`src/rtl/alu16_seq_pkg.sv`:
```
// ============================================================================
// Module      : alu16_seq_pkg
// Description : Shared op codes and per-op decode for the sequential ALU.
// Revision    : 1.0 - initial release
// ============================================================================
`default_nettype none

package alu16_seq_pkg;

    // 8-bit ALU core operations
    localparam logic [2:0] ALU_ADD = 3'd0;
    localparam logic [2:0] ALU_AND = 3'd1;
    localparam logic [2:0] ALU_OR  = 3'd2;
    localparam logic [2:0] ALU_XOR = 3'd3;
    localparam logic [2:0] ALU_SHL = 3'd4;
    localparam logic [2:0] ALU_SHR = 3'd5;

    typedef enum logic [2:0] {
        SEQ_ADD = 3'd0,
        SEQ_SUB = 3'd1,
        SEQ_CMP = 3'd2,
        SEQ_AND = 3'd3,
        SEQ_OR  = 3'd4,
        SEQ_XOR = 3'd5,
        SEQ_SHL = 3'd6,
        SEQ_SHR = 3'd7
    } seq_op_t;

    typedef enum logic [1:0] {
        CIN_EXT  = 2'd0,
        CIN_ONE  = 2'd1,
        CIN_ZERO = 2'd2
    } cin_src_t;

    typedef struct packed {
        logic [2:0] alu_op;
        logic       inv_b;
        logic       zero_b;
        cin_src_t   cin_src;
        logic       hi_first;
        logic       v_en;
    } seq_ctl_t;

    function automatic seq_ctl_t seq_decode(input seq_op_t op);
        seq_ctl_t ctl;
        ctl = '{alu_op: ALU_ADD, inv_b: 1'b0, zero_b: 1'b0,
                cin_src: CIN_ZERO, hi_first: 1'b0, v_en: 1'b0};
        case (op)
            SEQ_ADD: begin ctl.cin_src = CIN_EXT; ctl.v_en = 1'b1; end
            SEQ_SUB: begin ctl.inv_b = 1'b1; ctl.cin_src = CIN_EXT; ctl.v_en = 1'b1; end
            SEQ_CMP: begin ctl.inv_b = 1'b1; ctl.cin_src = CIN_ONE; end
            SEQ_AND: ctl.alu_op = ALU_AND;
            SEQ_OR:  ctl.alu_op = ALU_OR;
            SEQ_XOR: ctl.alu_op = ALU_XOR;
            SEQ_SHL: begin ctl.alu_op = ALU_SHL; ctl.zero_b = 1'b1; ctl.cin_src = CIN_EXT; end
            SEQ_SHR: begin
                ctl.alu_op   = ALU_SHR;
                ctl.zero_b   = 1'b1;
                ctl.cin_src  = CIN_EXT;
                ctl.hi_first = 1'b1;
            end
            default: ctl.alu_op = ALU_ADD;
        endcase
        return ctl;
    endfunction

endpackage

`default_nettype wire

```
`src/rtl/alu16_seq_alu8.sv`:
```
// ============================================================================
// Module      : alu16_seq_alu8
// Description : 8-bit combinational ALU slice with carry and overflow out.
// Revision    : 1.0 - initial release
// ============================================================================
`default_nettype none

module alu16_seq_alu8
    import alu16_seq_pkg::*;
(
    input  logic [2:0] i_op,
    input  logic [7:0] i_a,
    input  logic [7:0] i_b,
    input  logic       i_ci,
    output logic [7:0] o_y,
    output logic       o_co,
    output logic       o_v
);

    logic [8:0] w_sum;

    assign w_sum = {1'b0, i_a} + {1'b0, i_b} + {8'd0, i_ci};

    always_comb begin
        o_y  = w_sum[7:0];
        o_co = 1'b0;
        o_v  = 1'b0;
        case (i_op)
            ALU_ADD: begin
                o_y  = w_sum[7:0];
                o_co = w_sum[8];
                // signed overflow: like-signed operands, different-signed sum
                o_v  = (i_a[7] == i_b[7]) && (w_sum[7] != i_a[7]);
            end
            ALU_AND: o_y = i_a & i_b;
            ALU_OR:  o_y = i_a | i_b;
            ALU_XOR: o_y = i_a ^ i_b;
            ALU_SHL: begin o_y = {i_a[6:0], i_ci}; o_co = i_a[7]; end
            ALU_SHR: begin o_y = {i_ci, i_a[7:1]}; o_co = i_a[0]; end
            default: o_y = w_sum[7:0];
        endcase
    end

endmodule

`default_nettype wire

```
`src/rtl/alu16_seq.sv`:
```
// ============================================================================
// Module      : alu16_seq
// Description : 16-bit ALU built from two sequential passes of one 8-bit ALU.
// Revision    : 1.0 - initial release
// ============================================================================
`default_nettype none

module alu16_seq
    import alu16_seq_pkg::*;
(
    input  logic        clk,
    input  logic        rst_n,
    input  logic        in_valid,
    output logic        in_ready,
    input  seq_op_t     op,
    input  logic [15:0] a,
    input  logic [15:0] b,
    input  logic        ci,
    output logic        out_valid,
    input  logic        out_ready,
    output logic [15:0] result,
    output logic        n,
    output logic        v,
    output logic        z,
    output logic        c
);

    typedef enum logic [1:0] {
        IDLE   = 2'd0,
        FIRST  = 2'd1,
        SECOND = 2'd2,
        DONE   = 2'd3
    } state_t;

    state_t      r_state, w_state_nxt;
    seq_op_t     r_op;
    logic [15:0] r_a, r_b, r_result;
    logic        r_ci, r_carry, r_n, r_v, r_z, r_c;

    seq_ctl_t    w_ctl;
    logic        w_take_hi;
    logic [7:0]  w_b_raw, w_alu_a, w_alu_b, w_alu_y;
    logic        w_alu_ci, w_alu_co, w_alu_v;
    logic [15:0] w_full;

    assign w_ctl = seq_decode(r_op);

    // SECOND always processes the byte FIRST did not
    assign w_take_hi = w_ctl.hi_first ^ (r_state == SECOND);

    always_comb begin
        w_alu_a = w_take_hi ? r_a[15:8] : r_a[7:0];
        w_b_raw = w_take_hi ? r_b[15:8] : r_b[7:0];
        w_alu_b = w_ctl.zero_b ? 8'h00 : (w_ctl.inv_b ? ~w_b_raw : w_b_raw);
        if (r_state == SECOND) begin
            w_alu_ci = r_carry;
        end else begin
            case (w_ctl.cin_src)
                CIN_EXT: w_alu_ci = r_ci;
                CIN_ONE: w_alu_ci = 1'b1;
                default: w_alu_ci = 1'b0;
            endcase
        end
    end

    alu16_seq_alu8 u_alu8 (
        .i_op (w_ctl.alu_op),
        .i_a  (w_alu_a),
        .i_b  (w_alu_b),
        .i_ci (w_alu_ci),
        .o_y  (w_alu_y),
        .o_co (w_alu_co),
        .o_v  (w_alu_v)
    );

    assign w_full = w_ctl.hi_first ? {r_result[15:8], w_alu_y} : {w_alu_y, r_result[7:0]};

    always_comb begin
        w_state_nxt = r_state;
        case (r_state)
            IDLE:    if (in_valid) w_state_nxt = FIRST;
            FIRST:   w_state_nxt = SECOND;
            SECOND:  w_state_nxt = DONE;
            DONE:    if (out_ready) w_state_nxt = IDLE;
            default: w_state_nxt = IDLE;
        endcase
    end

    always_ff @(posedge clk or negedge rst_n) begin
        if (!rst_n) begin
            r_state  <= IDLE;
            r_op     <= SEQ_ADD;
            r_a      <= 16'h0000;
            r_b      <= 16'h0000;
            r_ci     <= 1'b0;
            r_carry  <= 1'b0;
            r_result <= 16'h0000;
            r_n      <= 1'b0;
            r_v      <= 1'b0;
            r_z      <= 1'b0;
            r_c      <= 1'b0;
        end else begin
            r_state <= w_state_nxt;
            case (r_state)
                IDLE: if (in_valid) begin
                    r_op <= op;
                    r_a  <= a;
                    r_b  <= b;
                    r_ci <= ci;
                end
                FIRST: begin
                    if (w_ctl.hi_first) r_result[15:8] <= w_alu_y;
                    else                r_result[7:0]  <= w_alu_y;
                    r_carry <= w_alu_co;
                end
                SECOND: begin
                    r_result <= w_full;
                    r_n      <= w_full[15];
                    r_z      <= (w_full == 16'h0000);
                    r_c      <= w_alu_co;
                    r_v      <= w_ctl.v_en & w_alu_v;
                end
                default: ;
            endcase
        end
    end

    assign in_ready  = (r_state == IDLE);
    assign out_valid = (r_state == DONE);
    assign result    = r_result;
    assign n         = r_n;
    assign v         = r_v;
    assign z         = r_z;
    assign c         = r_c;

endmodule

`default_nettype wire

```
`config.mk`:
```
export PLATFORM = sky130hd
export DESIGN_NAME = alu16_seq
export DESIGN_NICKNAME = d
export VERILOG_FILES = /design/src/rtl/alu16_seq_pkg.sv /design/src/rtl/alu16_seq_alu8.sv /design/src/rtl/alu16_seq.sv
export SDC_FILE = /design/constraint.sdc
export NUM_CORES = 1
export LEC_CHECK = 0
export ABC_AREA = 1
export CAP_MARGIN = 20
export CORE_MARGIN = 3
export CORE_UTILIZATION = 51
export CTS_BUF_LIST = sky130_fd_sc_hd__clkbuf_4 sky130_fd_sc_hd__clkbuf_8
export CTS_CLUSTER_SIZE = 25
export DETAILED_ROUTE_END_ITERATION = 12
export PLACE_DENSITY_LB_ADDON = 0.1
export SETUP_SLACK_MARGIN = 0.15
export SYNTH_ARGS = -nofsm -noshare
export SYNTH_HDL_FRONTEND = slang
export SYNTH_SLANG_ARGS = --single-unit
```
`constraint.sdc`:
```
create_clock -name clk -period 3.3 [get_ports clk]
set_input_delay 0.66 -clock clk [delete_from_list [all_inputs] [get_ports clk]]
set_output_delay 0.66 -clock clk [all_outputs]
set_load 0.1 [all_outputs]
```
# After elaboration in Yosys (flattened, before gate mapping)

Index checks and enable logic that the tools add are counted.

Bits in registers: 59
Bits of input ports: 40
Output and inout bits: 22
Word-level logic and storage cells: 79

Add/sub/neg operators: 2
Equal/unequal tests: 22
Mux-type cells: 22
Bitwise logic cells: 6
Reductions and logical operators: 15

Operators with widths:

| cell                 | count |
|---|---|
| $mux W8              | 6 |
| $pmux W8 S5          | 1 |
| $pmux W16 S2         | 1 |
| $eq A3 B3 Y1 const B | 6 |
| $logic_not A16 Y1    | 1 |
| $mux W16             | 1 |
| $pmux W3 S5          | 1 |
| $eq A3 B2 Y1 const B | 4 |
| $add A8 B8 Y9        | 1 |
| $add A9 B1 Y9        | 1 |
| $and A8 B8 Y8        | 1 |
| $not A8 Y8           | 1 |
| $or A8 B8 Y8         | 1 |
| $pmux W2 S4          | 1 |
| $reduce_and A2 Y1    | 4 |
| $xor A8 B8 Y8        | 1 |
| $eq A3 B1 Y1 const B | 2 |
| $logic_not A3 Y1     | 2 |
| $mux W1              | 6 |
| $ne A2 B2 Y1 const B | 3 |
| $reduce_or A2 Y1     | 3 |
| $eq A2 B1 Y1 const B | 2 |
| $eq A2 B2 Y1 const B | 2 |
| $logic_not A2 Y1     | 2 |
| 12 further kinds     | 13 |

# Longest topological paths before layout

Depth after elaboration: 13
Depth in mapped cells: 27
Mapped depth without buffers: 25

# Hierarchy

Synthesis repeated with hierarchy kept, for this count alone.

Cells, all modules: 524
Area, all modules: 4066.4 um^2

By module, submodules not included:

| module         | times used | cells each | area each (um^2) | sequential area each (um^2) |
|---|---|---|---|---|
| alu16_seq      | 1          | 348        | 3129.3           | 1476.4 |
| alu16_seq_alu8 | 1          | 176        | 937.1            | 0.0 |

# Worst setup path before layout

Ideal clock, no wire load.

Path kind: reg-to-reg
From: reg r_state[0]
To: reg r_z (netlist: z)
Library setup time: 68 ps
Arrival time: 3335 ps
Data required time: 3232 ps
Slack: -103 ps
Stages on the path, launching flop included: 24
Path buffers: 1
Clock period less this slack: 3403 ps
Cell sequence: dfrtp_1 > inv_1 > ha_1 > inv_2 > nand4_4 > nand2_8 > buf_12 > mux2i_1 > nand2_1 > nand2_1 > nor2_1 > fa_1 > fa_1 > nand3_1 > nand3_1 > xnor2_1 > nand2_1 > nand2_1 > nand2_1 > o21ai_1 > nand2_1 > nor2_1 > nand3_1 > nand2_1

Word-level cells in the longest chain between the ends: 11
Elaborated cells on any way between the ends: 16
Classes of those cells: 2 x add/sub; 1 x eq/ne; 7 x mux; 5 x bitwise; 1 x reduce/logical

Ends and longest elaborated chain:

| element                  | line                                               | RTL |
|---|---|---|
| start: declaration       | alu16_seq.sv:35                                    | `state_t r_state, w_state_nxt;` |
| start signal: assignment | alu16_seq.sv:103                                   | `r_state <= w_state_nxt;` |
| $eq A2 B2 Y1 (*)         | alu16_seq.sv:49, alu16_seq.sv:55, alu16_seq.sv:104 |  |
| $xor A1 B1 Y1            | alu16_seq.sv:49                                    | `assign w_take_hi = w_ctl.hi_first ^ (r_state == SECOND);` |
| $mux W8                  | alu16_seq.sv:53                                    | `w_b_raw = w_take_hi ? r_b[15:8] : r_b[7:0];` |
| $not A8 Y8               | alu16_seq.sv:54                                    | `w_alu_b = w_ctl.zero_b ? 8'h00 : (w_ctl.inv_b ? ~w_b_raw : w_b_raw);` |
| $mux W8 (2 in series)    | alu16_seq.sv:54                                    |  |
| $add A8 B8 Y9            | alu16_seq_alu8.sv:22                               | `assign w_sum = {1'b0, i_a} + {1'b0, i_b} + {8'd0, i_ci};` |
| $add A9 B1 Y9            | alu16_seq_alu8.sv:22                               |  |
| $pmux W8 S5              | alu16_seq_alu8.sv:28                               | `case (i_op)` |
| $mux W16                 | alu16_seq.sv:76                                    | `assign w_full = w_ctl.hi_first ? {r_result[15:8], w_alu_y} : {w_alu_y, r_result[7:0]};` |
| $logic_not A16 Y1        | alu16_seq.sv:119                                   | `r_z <= (w_full == 16'h0000);` |
| end signal: assignment   | alu16_seq.sv:119                                   |  |
| end: declaration         | alu16_seq.sv:38                                    | `logic r_ci, r_carry, r_n, r_v, r_z, r_c;` |

Mark *: on every way between the ends. The rest lies on a longest branch, timed or not.
A chain may end at the register's enable or synchronous reset.

# Worst setup path in the final report

From: reg r_state[1]
To: reg r_z (netlist: z)

The elaborated chain is that of the path after synthesis.

==> flow_summary.json <==
{
  "status": "completed",
  "synth_largest_area_cell": "dfrtp_1",
  "io-pin-count": 62,
  "timing.final.crit_share_pct": 96.8,
  "critical_path_arrival_ns": 3.48,
  "multi_input_area_mm2": 0.00264,
  "rsz0062_at_grt": "yes",
  "cp_common_cell": "nand2_1",
  "totalWireLength_um": 11500,
  "synthToLayoutAreaGrowth_pct": 29.9,
  "vias": 4121,
  "rows": 32,
  "dieArea_mm2": 0.00949,
  "worst_pin_slew_ns": 0.942,
  "cp_top_family": "simple AND/OR/NAND/NOR gates",
  "grt_pass1_wl_um": 18900,
  "synth_top_area_share_pct": 34.6,
  "yosys_warnings": 0,
  "clk_latency_ns": 0.35,
  "synth_seq_area_share_pct": 34.6,
  "vias_per_cell": 5.37,
  "syn-num-nets": 637,
  "wl_met2_um": 5470,
  "start_util_pct": 53.8,
  "synth_ff_type": "dfrtp_1",
  "design.core.area_mm2": 0.00793,
  "placed_cells": 734,
  "drt-initial-drc-count": 264,
  "layout.nets": 726,
  "cp.required_ns": 3.58,
  "wl_met3_um": 616,
  "ys_async_sr_fraction_pct": 100,
  "cts_buffer_depth": 2,
  "utilization_pct": 69.8,
  "layout_commonest_cell": "nand2_1",
  "synth_edf_count": 0,
  "top_layer_used": "met4",
  "hold_viol_final": 0,
  "cts_tree": "yes",
  "final_cell_mix": "nand2_1, inv_1, nor2_1, buf_4, dfrtp_1",
  "postSynthCellCount": 572,
  "grt-ovfl-total": 0,
  "path_max_fanout": 5,
  "detailed_place_hpwl_um": 8360,
  "drv_slew": 0,
  "clk_pin_slew_ns": 0.08,
  "holdWs_ns": 0.476,
  "root_buffer": "clkbuf_8",
  "io_buffer_count": 61,
  "crit_type": "reg -> reg",
  "hold_class": "in -> async",
  "endpoint_kind": "flop",
  "drive_above_1_share_pct": 27.5,
  "cts_htree_levels": 3,
  "cp_num_buf_inv": 1,
  "gp_congestion": 0.961,
  "diodes": 0,
  "seqCellArea_mm2": 0.00148,
  "skew_ns": 0.0133,
  "crit_chain": "ha_4 > inv_4 > nand4_4 > nand2_8 > mux2i_4 > nand2_1 > nand2_1 > nor2_2 > fa_2 > fa_2 > nand3_2 > nand3_2 > xnor2_1 > nand2_1 > nand2_2 > nand2_2 > o21ai_2 > nand2_1 > nor2_2 > nand3_1 > nand2_1",
  "rrSetupSlack_ns": 0.11,
  "clkSinkCount": 59,
  "grt_max_degree": 60,
  "fillers": 639,
  "crit_start": "r_state[1]$_DFFE_PN0P_",
  "max_stage_delay_ns": 0.42,
  "die_y_um": 97.4,
  "min_period_ns": 3.19,
  "ys_seq_elements": 59,
  "ant_nets": 0,
  "startpoint_type": "flop",
  "synthTopCellsByArea": "dfrtp_1, nand2_1, nand3_1",
  "timing.rr.start": "r_state[1]$_DFFE_PN0P_",
  "fmax_ghz": 0.313,
  "final_cells": 768,
  "setup_viol": 0,
  "synth.distinct_cells": 41,
  "die_x_um": 97.4,
  "route.detailed.wl_per_inst_um": 15.0,
  "cts_buffers": 9,
  "synth_area_mm2": 0.00426,
  "grt_pass1_vias": 3923,
  "drcViolationCount": 0,
  "grt_antenna_before_repair": 0,
  "maxCapViolCount": 0,
  "grt_util_all_layers_pct": 24.2,
  "firstDrtPassIters": 5,
  "slew_headroom_pct": 37.0,
  "synth_area_per_cell_um2": 7.45,
  "m1WireLength_um": 5130,
  "crit_slowest_cell": "dfrtp_1"
}
-- state kept, by name, indices dropped and copies added, names as in the netlist --
name	count
c	1
n	1
r_a	16
r_b	16
r_carry	1
r_ci	1
r_op	3
r_state	2
result	16
v	1
z	1
-- cell families after synthesis --
group	Yosys count	synth area share (%)
buf+inv	90	8.78
flops	59	34.6
fa+ha+maj	25	7.69
compound gates	64	8.78
simple gates	302	32.1
mux	29	7.43
xor+xnor	3	0.617
-- routing by layer --
metal / vias to the layer above / track usage [%]
met2: 127 / 39.8
met4: 0 / 7.14
li1: 2029 / -
met5: - / 0
met1: 1936 / 32.0
met3: 29 / 5.46
-- layout make-up --
class	count	share of cell area, %
clock buffer	11	2.62
clock inverter	5	0.949
sequential	59	26.7
tap	102	2.31
multi-input combinational	424	47.7
timing repair buffer	97	14.8
inverter	70	4.84
-- per-stage QoR --
step,TNS (ns),cell area (um^2),setup WS (ns)
finish,0,5540,0.107
global route,-0.125,5540,-0.0508
CTS,0,5310,0.0841
detailed placement,-0.0274,5000,-0.0274
global placement,0,5000,0.0641
floorplan,0,4280,0.120
-- cell usage after synthesis (2+ instances only) --
| master | n |
|---|---|
| buf_4 | 3 |
| buf_1 | 4 |
| ha_1 | 23 |
| fa_1 | 2 |
| nand2_1 | 136 |
| nor2_2 | 6 |
| inv_2 | 4 |
| nor2_1 | 69 |
| o22ai_1 | 2 |
| a31oi_1 | 10 |
| or2_2 | 5 |
| nand3_1 | 58 |
| o21ai_1 | 10 |
| dfrtp_1 | 59 |
| nand3_2 | 2 |
| nand3b_1 | 7 |
| o21ai_4 | 2 |
| o21ai_0 | 12 |
| xnor2_1 | 2 |
| nand4_1 | 6 |
| mux2i_1 | 8 |
| buf_2 | 5 |
| inv_1 | 65 |
| clkbuf_1 | 7 |
| nand2_2 | 6 |
| mux2_2 | 21 |
| a21oi_1 | 24 |
-- worst paths after layout --
path,endpoint,cells after the start
worst min register to register,r_b[4]$_DFFE_PN0P_,1
worst min-delay path,r_a[9]$_DFFE_PN0P_,2
worst max register to register,z$_DFFE_PN0P_,21
max in group asynchronous,r_op[2]$_DFFE_PN0P_,2
min in group clk,r_b[4]$_DFFE_PN0P_,1
worst max-delay path,z$_DFFE_PN0P_,21
-- what timing repair did --
item	CTS	global route
cloned	1	0
buffers inserted	11	6
endpoints found under the setup margin	9	18
gates resized for setup	8	47
hold buffers	0	0
pin swaps	10	17
Power is left out: the tool's default activity adds up to more than one toggle a clock period on the data nets, which glitch-free logic cannot reach.
